### config.mk
export PLATFORM = sky130hd
export DESIGN_NAME = stream_run_ctrl
export DESIGN_NICKNAME = d
export VERILOG_FILES = /design/src/rtl/stream_run_ctrl.sv
export SDC_FILE = /design/constraint.sdc
export NUM_CORES = 1
export LEC_CHECK = 0
export BUFFER_PORTS_ARGS = -buffer_cell sky130_fd_sc_hd__buf_2
export CAP_MARGIN = 20
export CORE_UTILIZATION = 50
export CTS_CLUSTER_SIZE = 40
export DETAILED_ROUTE_END_ITERATION = 8
export PLACE_DENSITY_LB_ADDON = 0.05
export SETUP_SLACK_MARGIN = 0.15
export SKIP_LAST_GASP = 1
export SLEW_MARGIN = 20
export SYNTH_ARGS = -nofsm -noshare
export SYNTH_HDL_FRONTEND = slang
export SYNTH_SLANG_ARGS = --single-unit
### constraint.sdc
create_clock -name clk -period 2.2 [get_ports clk]
set_input_delay 0.22 -clock clk [delete_from_list [all_inputs] [get_ports clk]]
set_output_delay 0.22 -clock clk [all_outputs]
set_load 0.01 [all_outputs]
### src/rtl/stream_run_ctrl.sv
`default_nettype none
// ============================================================================
// Module      : stream_run_ctrl
// Description : Turns host-stream commands into network timestep enables,
//               network clears and sync packets toward the stream sink.
// Revision    : 1.0 - initial release
// ============================================================================
module stream_run_ctrl #(
    parameter int RUN_WIDTH  = 16,
    parameter int CLR_CYCLES = 2
) (
    input  logic                 clk,
    input  logic                 arstn,
    input  logic                 cmd_valid,
    output logic                 cmd_ready,
    input  logic [1:0]           cmd_op,
    input  logic [RUN_WIDTH-1:0] cmd_cnt,
    output logic                 net_en,
    output logic                 net_arstn,
    output logic                 net_valid,
    output logic                 net_last,
    input  logic                 net_ready,
    output logic                 busy
);

    localparam logic [1:0]           c_OP_RUN   = 2'b01;
    localparam logic [1:0]           c_OP_CLR   = 2'b10;
    localparam logic [1:0]           c_OP_SNC   = 2'b11;
    localparam logic [RUN_WIDTH-1:0] c_RUN_ONE  = RUN_WIDTH'(1);
    localparam logic [RUN_WIDTH-1:0] c_RUN_ZERO = '0;
    localparam logic [7:0]           c_CLR_LOAD = 8'(CLR_CYCLES);

    typedef enum logic [2:0] {
        ST_IDLE  = 3'd0,
        ST_STEP  = 3'd1,
        ST_OUT   = 3'd2,
        ST_CLEAR = 3'd3,
        ST_SYNC  = 3'd4
    } state_t;

    state_t               r_state;
    state_t               w_next_state;
    logic [RUN_WIDTH-1:0] r_remaining;
    logic [RUN_WIDTH-1:0] w_next_remaining;
    logic [7:0]           r_clr_cnt;
    logic [7:0]           w_next_clr_cnt;

    logic r_cmd_ready;
    logic r_net_en;
    logic r_net_arstn;
    logic r_net_valid;
    logic r_net_last;
    logic r_busy;

    logic w_accept;
    logic w_handshake;

    assign w_accept    = cmd_valid && r_cmd_ready;
    assign w_handshake = r_net_valid && net_ready;

    always_comb begin
        w_next_state     = r_state;
        w_next_remaining = r_remaining;
        w_next_clr_cnt   = r_clr_cnt;
        case (r_state)
            ST_IDLE: begin
                if (w_accept) begin
                    case (cmd_op)
                        c_OP_RUN: begin
                            if (cmd_cnt != c_RUN_ZERO) begin
                                w_next_state     = ST_STEP;
                                w_next_remaining = cmd_cnt;
                            end
                        end
                        c_OP_CLR: begin
                            w_next_state   = ST_CLEAR;
                            w_next_clr_cnt = c_CLR_LOAD;
                        end
                        c_OP_SNC: w_next_state = ST_SYNC;
                        default:  w_next_state = ST_IDLE;
                    endcase
                end
            end
            ST_STEP: w_next_state = ST_OUT;
            ST_OUT: begin
                if (w_handshake) begin
                    w_next_remaining = r_remaining - c_RUN_ONE;
                    w_next_state     = (r_remaining == c_RUN_ONE) ? ST_IDLE : ST_STEP;
                end
            end
            ST_CLEAR: begin
                w_next_clr_cnt = r_clr_cnt - 8'd1;
                if (r_clr_cnt <= 8'd1) begin
                    w_next_state = ST_IDLE;
                end
            end
            ST_SYNC: begin
                if (w_handshake) begin
                    w_next_state = ST_IDLE;
                end
            end
            default: w_next_state = ST_IDLE;
        endcase
    end

    // Outputs are decoded from the next state so every output is a flop
    // that is already correct in the first cycle of the new state.
    always_ff @(posedge clk or negedge arstn) begin
        if (!arstn) begin
            r_state     <= ST_IDLE;
            r_remaining <= '0;
            r_clr_cnt   <= '0;
            r_cmd_ready <= 1'b0;
            r_net_en    <= 1'b0;
            r_net_arstn <= 1'b1;
            r_net_valid <= 1'b0;
            r_net_last  <= 1'b0;
            r_busy      <= 1'b0;
        end else begin
            r_state     <= w_next_state;
            r_remaining <= w_next_remaining;
            r_clr_cnt   <= w_next_clr_cnt;
            r_cmd_ready <= (w_next_state == ST_IDLE) && !w_accept;
            r_net_en    <= (w_next_state == ST_STEP);
            r_net_arstn <= (w_next_state != ST_CLEAR);
            r_net_valid <= (w_next_state == ST_OUT) || (w_next_state == ST_SYNC);
            r_net_last  <= (w_next_state == ST_SYNC);
            r_busy      <= (w_next_state != ST_IDLE);
        end
    end

    assign cmd_ready = r_cmd_ready;
    assign net_en    = r_net_en;
    assign net_arstn = r_net_arstn;
    assign net_valid = r_net_valid;
    assign net_last  = r_net_last;
    assign busy      = r_busy;

endmodule
`default_nettype wire

==> out/results.tsv <==
stage	metric	value	unit
outcome	outcome	completed	
power_and_ir_drop	switching portion of total power	42.8	%
logic_synthesis	Netlist Area Pre-Place	1930	sq um
setup_path	CP required	2.41	ns
die	num ports	28	
timing	Slew Viols, Final	0	
cts	clock root buffer	clkbuf_8	
timing	Final TNS setup	0	ns
timing	Peak Freq	478	MHz
finish	Antenna Cells	0	
logic_synthesis	fraction of registers with async set/reset	100	%
logic_synthesis	Yosys cell types	43	
setup_path	CP max-delay cell	or4_4	
timing	Final Cycle Share	95.1	%
power_and_ir_drop	Pwr per Cell Area	1350	nW/um^2
power_and_ir_drop	Flop pwr share	34.2	%
route	Pre-antenna DRT Iters	4	
cts	CTS buffer count	5	
finish	Final nets	294	
placement	Detailed Place HPWL	3490	um
timing	slew of the pin with the lowest slew margin	0.757	ns
timing	skew final	0.00425	ns
logic_synthesis	syn nets	243	
power_and_ir_drop	Leakage Power	1.07	nW
finish	Layout area overhead	26.3	%
timing	RSZ-0062 raised after global routing	yes	
setup_path	CP startpoint kind	register	
placement	placement-stage cell area	2220	sq um
die	Initial Utilization	52.4	%
timing	relative slew slack	49.6	%
global_routing	initial antenna violation count	0	
route	final wirelength	5050	um
setup_path	Crit Path Max Fanout	3	
setup_path	Setup CP Type	reg -> reg	
cts	clk_lat worst skew	0.28	ns
cts	hold-fix buffers at CTS	0	
finish	share of layout cells above drive strength 1	32.7	%
global_routing	gr ovfl total	0	
placement	IO buf count	27	
global_routing	vias in the first global route	1805	
power_and_ir_drop	clock share of power	13.3	%
logic_synthesis	Post-synth EDFFs	0	
logic_synthesis	yosys warns	0	
logic_synthesis	Syn Inst Count	217	
die	die height	64.2	um
route	DRC Markers	0	
job	max-cap viol count	0	
route	DRT antenna net count	0	
die	Core Box Area	3690	sq um
setup_path	Arr. time, crit path	2.30	ns
die	Die ar.	4120	sq um
setup_path	CP peak stage delay	0.55	ns
cts	clk buf depth	2	
global_routing	global-route wire length before repair	8290	um
route	DR iter-0 viols	84	
setup_path	CP most frequent cell	or4_4	
timing	min Tclk post-route	2.09	ns
finish	FF/Latch Area	828	sq um
cts	TritonCTS Sinks	33	
power_and_ir_drop	Gate power share	52.5	%
logic_synthesis	register area share after synthesis	42.8	%
logic_synthesis	Main synth FF type	dfrtp_1	
timing	Final setup viols	0	
setup_path	Reg2Reg Depth	5	
global_routing	All-Layer GR Usage	26.1	%
setup_path	crit path cell chain	or4_4, or2_1, or4_4, a211oi_2, a2bb2oi_2	
placement	GP Congestion	0.872	
timing	Final Hold Fails	0	
finish	multi-input logic area	1090	sq um
setup_path	CP Capture Type	register	
die	die width	64.2	um
global_routing	largest net degree at the start of global routing	34	
finish	post-route cell area	2440	sq um
power_and_ir_drop	Peak supply drop	541	uV
worst_hold_path	worst min-delay path class	in -> async	
cts	CTS tree	done	
power_and_ir_drop	Power Internal	1.89	mW
power_and_ir_drop	Sw Pwr	1.41	mW
route	wire per inst	15.9	um
logic_synthesis	flops & latches, synth	33	
cts	H-tree depth	2	
die	FP Rows	22	
logic_synthesis	Mapped Avg Cell Area	8.91	sq um
cts	Clock transition at path regs	0.07	ns
route	Via density	6.03	
route	DR vias	1910	
finish	filler cell count	301	
-- layout by cell type, fill, tap and decap left out, types with 3 or more instances in the layout --
cell type / count
a21oi_1: 16
nand3_1: 4
buf_4: 29
buf_2: 27
o22ai_1: 3
nor2_2: 4
ha_1: 4
xor2_1: 3
nor4_2: 3
or4_4: 4
nor3_1: 7
dfrtp_1: 31
or3_1: 6
inv_1: 6
a2bb2oi_1: 3
o21ai_1: 15
nor2_1: 18
o21ai_0: 10
nor4_1: 9
or2_1: 3
nand2_1: 13
clkbuf_8: 5
o31ai_1: 7
-- worst paths after layout --
check / startpoint / to / slack, ns
setup / recovery: r_remaining[2] / r_remaining[15] / 0.11
min in group clk: cmd_op[0] / net_last / 0.21
setup reg to reg: r_remaining[2] / r_remaining[15] / 0.11
hold reg to reg: r_remaining[13] / r_remaining[13] / 0.50
hold / removal: arstn / r_clr_cnt[2] / 0.005
max in group asynchronous: arstn / r_state[0] / 1.67
-- metal layers --
layer	up-vias	part of all wire (%)	track usage, %
met4	0	1.7	12.2
li1	906	-	-
met1	919	43	32.2
met2	74	51	44.7
met3	11	4.5	4.11
met5	-	0	0
-- final cells by class --
type                            count  share of cell area, %
Clock buffer                        6                   2.97
Clock inverter                      2                  0.410
Inverter                            6                  0.923
Multi-Input combinational cell    166                   44.8
Sequential cell                    33                   33.9
Tap cell                           48                   2.46
Timing Repair Buffer               56                   14.5
-- logic make-up (layout without fill, tap and decap cells) --
family | Yosys count | in the layout | synth area share [%]
xor+xnor | 5 | 5 | 2.27
flops | 33 | 33 | 42.8
fa+ha+maj | 4 | 4 | 2.59
buf+inv | 18 | 70 | 4.08
compound gates | 65 | 65 | 20.1
simple gates | 89 | 89 | 26.5
mux | 3 | 3 | 1.62
-- worst max-delay path, delay by kind of cell (launching register included) --
family,cells,cell delay (ns)
and+or+nand+nor,3,1.24
DFF,1,0.41
AOI/OAI and AO/OA,2,0.37
-- synth_stat cells, types with 3 or more instances --
| library cell | count | area (sq um) |
|---|---|---|
| nand3_1 | 4 | 20.0 |
| dfrtp_1 | 32 | 801 |
| xor2_1 | 3 | 26.3 |
| nor3_1 | 7 | 35.0 |
| o31ai_1 | 8 | 60.1 |
| and3_1 | 3 | 18.8 |
| nor2_1 | 22 | 82.6 |
| inv_1 | 6 | 22.5 |
| nor4_1 | 11 | 68.8 |
| o21ai_1 | 15 | 75.1 |
| a21oi_1 | 16 | 80.1 |
| or2_1 | 3 | 18.8 |
| or3_1 | 6 | 37.5 |
| or4_1 | 4 | 30.0 |
| nand2_1 | 13 | 48.8 |
| a2bb2oi_1 | 4 | 35.0 |
| o21ai_0 | 10 | 50.1 |
| o22ai_1 | 3 | 18.8 |
| clkbuf_1 | 8 | 30.0 |
| ha_1 | 4 | 50.1 |
| buf_2 | 3 | 15.0 |
-- registers in the layout (all words and copies together), names as in the netlist --
name	count
r_state	3
r_clr_cnt	8
r_remaining	16
cmd_ready	1
net_en	1
net_arstn	1
busy	1
net_last	1
net_valid	1
-- power groups by stage --
| stage | Combinational [mW] | Clock, mW | Sequential (mW) |
|---|---|---|---|
| finish | 1.73 | 0.439 | 1.13 |
| floorplan | 1.08 | 0 | 1.09 |
| global route | 1.89 | 0.476 | 1.16 |
| global placement | 1.46 | 0 | 1.11 |
| CTS | 1.60 | 0.450 | 1.11 |
| detailed placement | 1.49 | 0 | 1.13 |
-- per-stage QoR --
stage,instances,hold WS (ns),power (mW),utilization [%],setup WS (ns)
floorplan,217,-0.0756,2.17,-,0.134
global route,317,0.0604,3.53,66.2,0.0667
CTS,314,0.0274,3.16,64.2,0.120
finish,317,0.00523,3.30,66.2,0.108
global placement,299,0.325,2.57,60.2,0.124
detailed placement,299,0.332,2.62,60.2,0.0475
-- what timing repair did --
item | CTS | global route
setup buffers | 7 | 3
pin swaps | 6 | 0
gates cloned | 0 | 0
endpoints found under the setup margin | 3 | 16
gates resized for setup | 3 | 12
Note: power is estimated with default switching activity, not from simulation.
